<file path="config.mk">
export PLATFORM = sky130hd
export DESIGN_NAME = hazard_unit
export DESIGN_NICKNAME = d
export VERILOG_FILES = /design/src/rtl/cpu_types_pkg.sv /design/src/rtl/hazard_unit_if.sv /design/src/rtl/sat_counter.sv /design/src/rtl/hazard_unit.sv
export SDC_FILE = /design/constraint.sdc
export NUM_CORES = 1
export LEC_CHECK = 0
export CAP_MARGIN = 15
export CORE_MARGIN = 8
export CORE_UTILIZATION = 29
export CTS_CLUSTER_DIAMETER = 60
export DETAILED_ROUTE_END_ITERATION = 6
export GPL_TIMING_DRIVEN = 0
export PLACE_DENSITY = 0.86
export SLEW_MARGIN = 20
export SYNTH_ARGS = -nofsm -noshare
export SYNTH_HDL_FRONTEND = slang
export SYNTH_SLANG_ARGS = --single-unit
</file>
<file path="constraint.sdc">
create_clock -name CLK -period 2.05 [get_ports CLK]
set_input_delay 0.205 -clock CLK [delete_from_list [all_inputs] [get_ports CLK]]
set_output_delay 0.205 -clock CLK [all_outputs]
set_load 0.02 [all_outputs]
</file>
<file path="src/rtl/cpu_types_pkg.sv">
// Shared pipeline types: register index and hazard-control FSM state.
package cpu_types_pkg;
    localparam int REG_W = 5;
    typedef logic [REG_W-1:0] regbits_t;
    typedef enum logic [1:0] {RUN, REDIR_PEND, HALTED} hazard_state_t;
endpackage

</file>
<file path="src/rtl/hazard_unit_if.sv">
// Hazard-control bundle between the hazard block (hz) and the datapath (dp).
interface hazard_unit_if;
    import cpu_types_pkg::*;
    regbits_t id_rs;
    regbits_t id_rt;
    logic     id_uses_rt;
    regbits_t ex_rd;
    logic     ex_memread;
    logic     mem_dREN;
    logic     mem_dWEN;
    logic     ihit;
    logic     dhit;
    logic     ex_redirect;
    logic     wb_halt;
    logic     pc_en;
    logic     ifid_en;
    logic     idex_en;
    logic     exmem_en;
    logic     memwb_en;
    logic     ifid_flush;
    logic     idex_flush;
    logic     halted;

    modport hz (
        input  id_rs, id_rt, id_uses_rt, ex_rd, ex_memread, mem_dREN, mem_dWEN,
               ihit, dhit, ex_redirect, wb_halt,
        output pc_en, ifid_en, idex_en, exmem_en, memwb_en, ifid_flush, idex_flush, halted
    );
    modport dp (
        output id_rs, id_rt, id_uses_rt, ex_rd, ex_memread, mem_dREN, mem_dWEN,
               ihit, dhit, ex_redirect, wb_halt,
        input  pc_en, ifid_en, idex_en, exmem_en, memwb_en, ifid_flush, idex_flush, halted
    );
endinterface

</file>
<file path="src/rtl/sat_counter.sv">
// Saturating event counter with synchronous clear.
// Latency: count visible one cycle after inc; no backpressure (holds at all-ones).
module sat_counter #(
    parameter int W = 32
) (
    input  logic         CLK,
    input  logic         nRST,
    input  logic         clear,
    input  logic         inc,
    output logic [W-1:0] cnt
);
    logic [W-1:0] cnt_q, cnt_d;

    always_comb begin
        cnt_d = cnt_q;
        if (clear)
            cnt_d = '0;
        else if (inc && (cnt_q != {W{1'b1}}))
            cnt_d = cnt_q + {{(W-1){1'b0}}, 1'b1};
    end

    always_ff @(posedge CLK or negedge nRST) begin
        if (!nRST) cnt_q <= '0;
        else       cnt_q <= cnt_d;
    end

    assign cnt = cnt_q;
endmodule

</file>
<file path="src/rtl/hazard_unit.sv">
// Pipeline stall/flush control for hazards forwarding cannot resolve; HAZARD_STATS_EN adds counters.
// Latency: controls are combinational from state and inputs; redirects and halt are remembered in a 3-state FSM.
// Backpressure: memory wait freezes every latch; a redirect arriving during the freeze is held until it clears.
module hazard_unit
    import cpu_types_pkg::*;
#(
    parameter int CNT_W = 32
) (
    input  logic             CLK,
    input  logic             nRST,
    input  regbits_t         id_rs,
    input  regbits_t         id_rt,
    input  logic             id_uses_rt,
    input  regbits_t         ex_rd,
    input  logic             ex_memread,
    input  logic             mem_dREN,
    input  logic             mem_dWEN,
    input  logic             ihit,
    input  logic             dhit,
    input  logic             ex_redirect,
    input  logic             wb_halt,
    output logic             pc_en,
    output logic             ifid_en,
    output logic             idex_en,
    output logic             exmem_en,
    output logic             memwb_en,
    output logic             ifid_flush,
    output logic             idex_flush,
    output logic             halted,
    output logic [CNT_W-1:0] stall_cnt,
    output logic [CNT_W-1:0] flush_cnt
);
    hazard_unit_if hz_if ();

    assign hz_if.id_rs       = id_rs;
    assign hz_if.id_rt       = id_rt;
    assign hz_if.id_uses_rt  = id_uses_rt;
    assign hz_if.ex_rd       = ex_rd;
    assign hz_if.ex_memread  = ex_memread;
    assign hz_if.mem_dREN    = mem_dREN;
    assign hz_if.mem_dWEN    = mem_dWEN;
    assign hz_if.ihit        = ihit;
    assign hz_if.dhit        = dhit;
    assign hz_if.ex_redirect = ex_redirect;
    assign hz_if.wb_halt     = wb_halt;

    hazard_state_t state_q, state_d;
    logic          redirect_pend_q, redirect_pend_d;
    logic          dwait, loaduse, redirect;
    logic          pc_en_c, ifid_en_c, idex_en_c, exmem_en_c, memwb_en_c;
    logic          ifid_flush_c, idex_flush_c, halted_c;

    always_comb begin
        dwait   = (hz_if.mem_dREN | hz_if.mem_dWEN) & ~hz_if.dhit;
        loaduse = hz_if.ex_memread & (hz_if.ex_rd != '0) &
                  ((hz_if.ex_rd == hz_if.id_rs) |
                   (hz_if.id_uses_rt & (hz_if.ex_rd == hz_if.id_rt)));
        redirect = hz_if.ex_redirect | redirect_pend_q;

        pc_en_c      = 1'b1;
        ifid_en_c    = 1'b1;
        idex_en_c    = 1'b1;
        exmem_en_c   = 1'b1;
        memwb_en_c   = 1'b1;
        ifid_flush_c = 1'b0;
        idex_flush_c = 1'b0;
        halted_c     = 1'b0;
        state_d      = state_q;

        if (state_q == HALTED) begin
            {pc_en_c, ifid_en_c, idex_en_c, exmem_en_c, memwb_en_c} = '0;
            halted_c = 1'b1;
        end else if (dwait) begin
            {pc_en_c, ifid_en_c, idex_en_c, exmem_en_c, memwb_en_c} = '0;
            if (redirect) state_d = REDIR_PEND;
        end else if (redirect) begin
            // The ID instruction is discarded, so a pending load-use needs no bubble.
            ifid_flush_c = 1'b1;
            idex_flush_c = 1'b1;
            state_d      = RUN;
        end else if (loaduse) begin
            pc_en_c      = 1'b0;
            ifid_en_c    = 1'b0;
            idex_flush_c = 1'b1;
        end else if (!hz_if.ihit) begin
            pc_en_c      = 1'b0;
            ifid_flush_c = 1'b1;
        end

        // Halt retires only when WB actually advances this cycle.
        if ((state_q != HALTED) && hz_if.wb_halt && memwb_en_c)
            state_d = HALTED;
        redirect_pend_d = (state_d == REDIR_PEND);
    end

    always_ff @(posedge CLK or negedge nRST) begin
        if (!nRST) begin
            state_q         <= RUN;
            redirect_pend_q <= 1'b0;
        end else begin
            state_q         <= state_d;
            redirect_pend_q <= redirect_pend_d;
        end
    end

    // Controls are forced inactive while reset is asserted, independent of the clock.
    assign hz_if.pc_en      = pc_en_c      & nRST;
    assign hz_if.ifid_en    = ifid_en_c    & nRST;
    assign hz_if.idex_en    = idex_en_c    & nRST;
    assign hz_if.exmem_en   = exmem_en_c   & nRST;
    assign hz_if.memwb_en   = memwb_en_c   & nRST;
    assign hz_if.ifid_flush = ifid_flush_c & nRST;
    assign hz_if.idex_flush = idex_flush_c & nRST;
    assign hz_if.halted     = halted_c     & nRST;

    assign pc_en      = hz_if.pc_en;
    assign ifid_en    = hz_if.ifid_en;
    assign idex_en    = hz_if.idex_en;
    assign exmem_en   = hz_if.exmem_en;
    assign memwb_en   = hz_if.memwb_en;
    assign ifid_flush = hz_if.ifid_flush;
    assign idex_flush = hz_if.idex_flush;
    assign halted     = hz_if.halted;

`ifdef HAZARD_STATS_EN
    logic stall_inc, flush_inc;
    assign stall_inc = ~pc_en_c & (state_q != HALTED);
    assign flush_inc = ifid_flush_c | idex_flush_c;

    sat_counter #(.W(CNT_W)) u_stall_cnt (
        .CLK   (CLK),
        .nRST  (nRST),
        .clear (1'b0),
        .inc   (stall_inc),
        .cnt   (stall_cnt)
    );
    sat_counter #(.W(CNT_W)) u_flush_cnt (
        .CLK   (CLK),
        .nRST  (nRST),
        .clear (1'b0),
        .inc   (flush_inc),
        .cnt   (flush_cnt)
    );
`else
    assign stall_cnt = '0;
    assign flush_cnt = '0;
`endif
endmodule

</file>
==> impl_metrics.tcl <==
set metrics [dict create \
    met3_routing_resource_usage_after_global_routing_pct 4.435 \
    grt-ovfl-total 0 \
    synth-seq-cells 3 \
    synth_top_area_share_pct 59.46 \
    max_cap_violations 0 \
    min_period_over_period_pct 95.34 \
    critPathRequiredTime_ns 1.85 \
    grt_max_degree 7 \
    port_buffers 32 \
    synthCells 110 \
    rows 19 \
    cts.path.max_buffers 2 \
    clkSlewWorstSetupHoldPaths_ns 0.04 \
    synth_largest_area_cell "sky130_fd_sc_hd__buf_4" \
    grt.met1_usage_pct 6.509 \
    hold_violations 0 \
    finalNonFillerCells 240 \
    post_synth_num_cell_types 23 \
    irDropWorstVdd_mv 0.4023 \
    core_um2 2734 \
    synth_edf_count 0 \
    floorplan.initialDensity_pct 30.48 \
    ys_dominant_reg_cell "sky130_fd_sc_hd__dfrtp_1" \
    power-per-cell-area_nw_per_um2 318.2 \
    yosys-top-cells-area "sky130_fd_sc_hd__buf_4 (59%), sky130_fd_sc_hd__xnor2_1 (11%), sky130_fd_sc_hd__dfrtp_1 (9.0%)" \
    firstDrtPassIters 2 \
    fp.dieArea_um2 4845 \
    drive_above_1_share_pct 36.84 \
    die_h_um 69.61 \
    worstSetupEndpointType "output port" \
    dr_total_vias 758 \
    area_growth_syn_to_layout_pct 73.42 \
    route.detailed.wl_per_inst_um 9.396 \
    vias_per_cell 3.158 \
    antennaDiodeCount 0 \
    layout.filler_cells 275 \
    grt_first_pass_wirelength_um 3325 \
    antenna_violating_nets_post_route 0 \
    max_freq_ghz 0.5116 \
    yosysWarningCount 0 \
    globalRoute.busiestLayer "met2" \
    drc_errors 0 \
    run_status "finished, final reports clean" \
    antenna_violations_before_repair 0 \
    skew_ns 0.003168 \
    crit_path_start_kind "input port" \
    path_class "in -> out" \
    setup_repair_after_global_routing_missed_its_margin "no" \
    period_needed_ns 1.955 \
    async_flop_share_pct 100.0 \
    layout.nets 235 \
    fin_util_pct 52.86 \
    cts.hold.buffers_added 0 \
    gp_routability_congestion 0.7185 \
    top_level_ports 97 \
    cts.root.buffer_cell "sky130_fd_sc_hd__clkbuf_4" \
    proportion_of_synthesized_chip_area_in_sequential_cells_pct 9.009 \
    tritoncts.num_buffers 3 \
    timing_max_transition_violations_final 0 \
    hold_crit_class "in -> async" \
    met2_track_usage_gr_pct 16.09 \
    setup_viol 0 \
    crit_path_max_fanout 3 \
    die_x_um 69.61 \
    cts_tree "done" \
    cts.sink_count 3 \
    total_area_of_multi_input_combinational_cells_um2 495.5 \
    drt_iter0_drc 7 \
    cts.htree.levels 1 \
    seqCellArea_um2 75.07 \
    first_global_vias 728 \
    clock_latency_ns 0.23 \
    synthesis.area_um2 833.3 \
    placed_cells 236 \
    power.leakage_nw 0.8928 \
    wl_um 2255 \
    critPathArrivalTime_ns 1.75 \
    synthesis.area_per_instance_um2 7.575 \
    cts_post_setup_buffers_inserted 0 \
    grtUsageTotal_pct 8.156 \
]
cells by family after synthesis:
| kind of cell | after synthesis | synth area share [%] |
|---|---|---|
| AOI/OAI and AO/OA | 12 | 9.610 |
| xor gates and xnor gates | 10 | 10.51 |
| buffers and inverters | 68 | 60.36 |
| DFF | 3 | 9.009 |
| other | 1 | 0.4500 |
| and+or+nand+nor | 16 | 10.06 |
where the power goes:
part / internal (mW) / leakage (nW) / switching [mW]
combinational: 0.141 / 0.841 / 0.154
sequential: 0.0597 / 0.0367 / 0.000108
clock: 0.0730 / 0.0150 / 0.0317
cells in the mapped netlist, types with 2 or more instances:
cell type and instances:
sky130_fd_sc_hd__buf_4 66, sky130_fd_sc_hd__xnor2_1 10, sky130_fd_sc_hd__nand2_1 5, sky130_fd_sc_hd__nor2_1 4, sky130_fd_sc_hd__a21oi_1 3, sky130_fd_sc_hd__dfrtp_1 3, sky130_fd_sc_hd__a22o_1 2, sky130_fd_sc_hd__inv_1 2
per-stage QoR:
step	total power, mW	cell area, um^2	setup slack, ns	setup TNS, ns	hold slack [ns]
2_1_floorplan	0.2883	1070	0.5502	0	-0.09059
3_3_place_gp	0.3472	1429	-0.4011	-1.806	0.4351
3_5_place_dp	0.3486	1429	-0.4027	-1.865	0.4325
4_1_cts	0.4585	1440	0.02098	0	0.1796
5_1_grt	0.4916	1445	0.005546	0	0.1887
6_report	0.4599	1445	0.09547	0	0.1898
final timing paths:
path                                                 from                   endpoint  slack (ns)  depth (start not counted)
worst max register to register  redirect_pend_q$_DFF_PN0_  redirect_pend_q$_DFF_PN0_        0.86                          4
worst min-delay path                                 nRST       state_q[0]$_DFF_PN0_        0.19                          1
min in group CLK                     state_q[1]$_DFF_PN0_  redirect_pend_q$_DFF_PN0_        0.50                          1
worst max-delay path                             ex_rd[4]                 idex_flush         0.1                          6
worst min register to register       state_q[1]$_DFF_PN0_  redirect_pend_q$_DFF_PN0_        0.50                          1
max in group asynchronous                            nRST       state_q[1]$_DFF_PN0_        1.67                          1
state kept, by name, summed over array words and instances (netlist names):
| register | count |
|---|---|
| state_q | 2 |
| redirect_pend_q | 1 |
layout by cell type, fill, tap and decap left out, drive strengths merged, types with 2 or more instances in the layout:
cell type and instances:
dfrtp 3, xnor2 10, conb 64, inv 2, nor2 4, clkdlybuf4s50 22, nand2 5, buf 69
a22o 2, a21oi 3, dlygate4sd2 4, nand3 2, o21ai 3, dlymetal6s2s 2, clkbuf 4
repair_timing:
item | in CTS | in global routing
setup endpoints to repair | 7 | 2
resized for setup | 20 | 2
pin swaps | 0 | 0
cloned | 0 | 0
worst max-delay path: stages:
cell and delay [ns]:
sky130_fd_sc_hd__clkdlybuf4s50_1 0.47, sky130_fd_sc_hd__or4_4 0.44, sky130_fd_sc_hd__o21ai_2 0.14, sky130_fd_sc_hd__nor2_1 0.05, sky130_fd_sc_hd__a22o_1 0.19, sky130_fd_sc_hd__clkdlybuf4s15_2 0.26
area by class of cell:
type	count	area share (%)
buffer	66	34.29
timing repair buffer	32	21.21
multi-input combinational	102	34.29
clock buffer	4	1.818
inverter	2	0.5195
tap	31	2.684
sequential	3	5.195
metal layers:
metal | wire [um] | share of wire (%) | vias to the layer above
met3 | 292 | 13 | 4
met2 | 1217 | 54 | 49
li1 | - | - | 418
met4 | 28 | 1.2 | 0
met5 | 0 | 0 | -
met1 | 715 | 32 | 287
No activity file was read; power rests on OpenSTA's default activity.
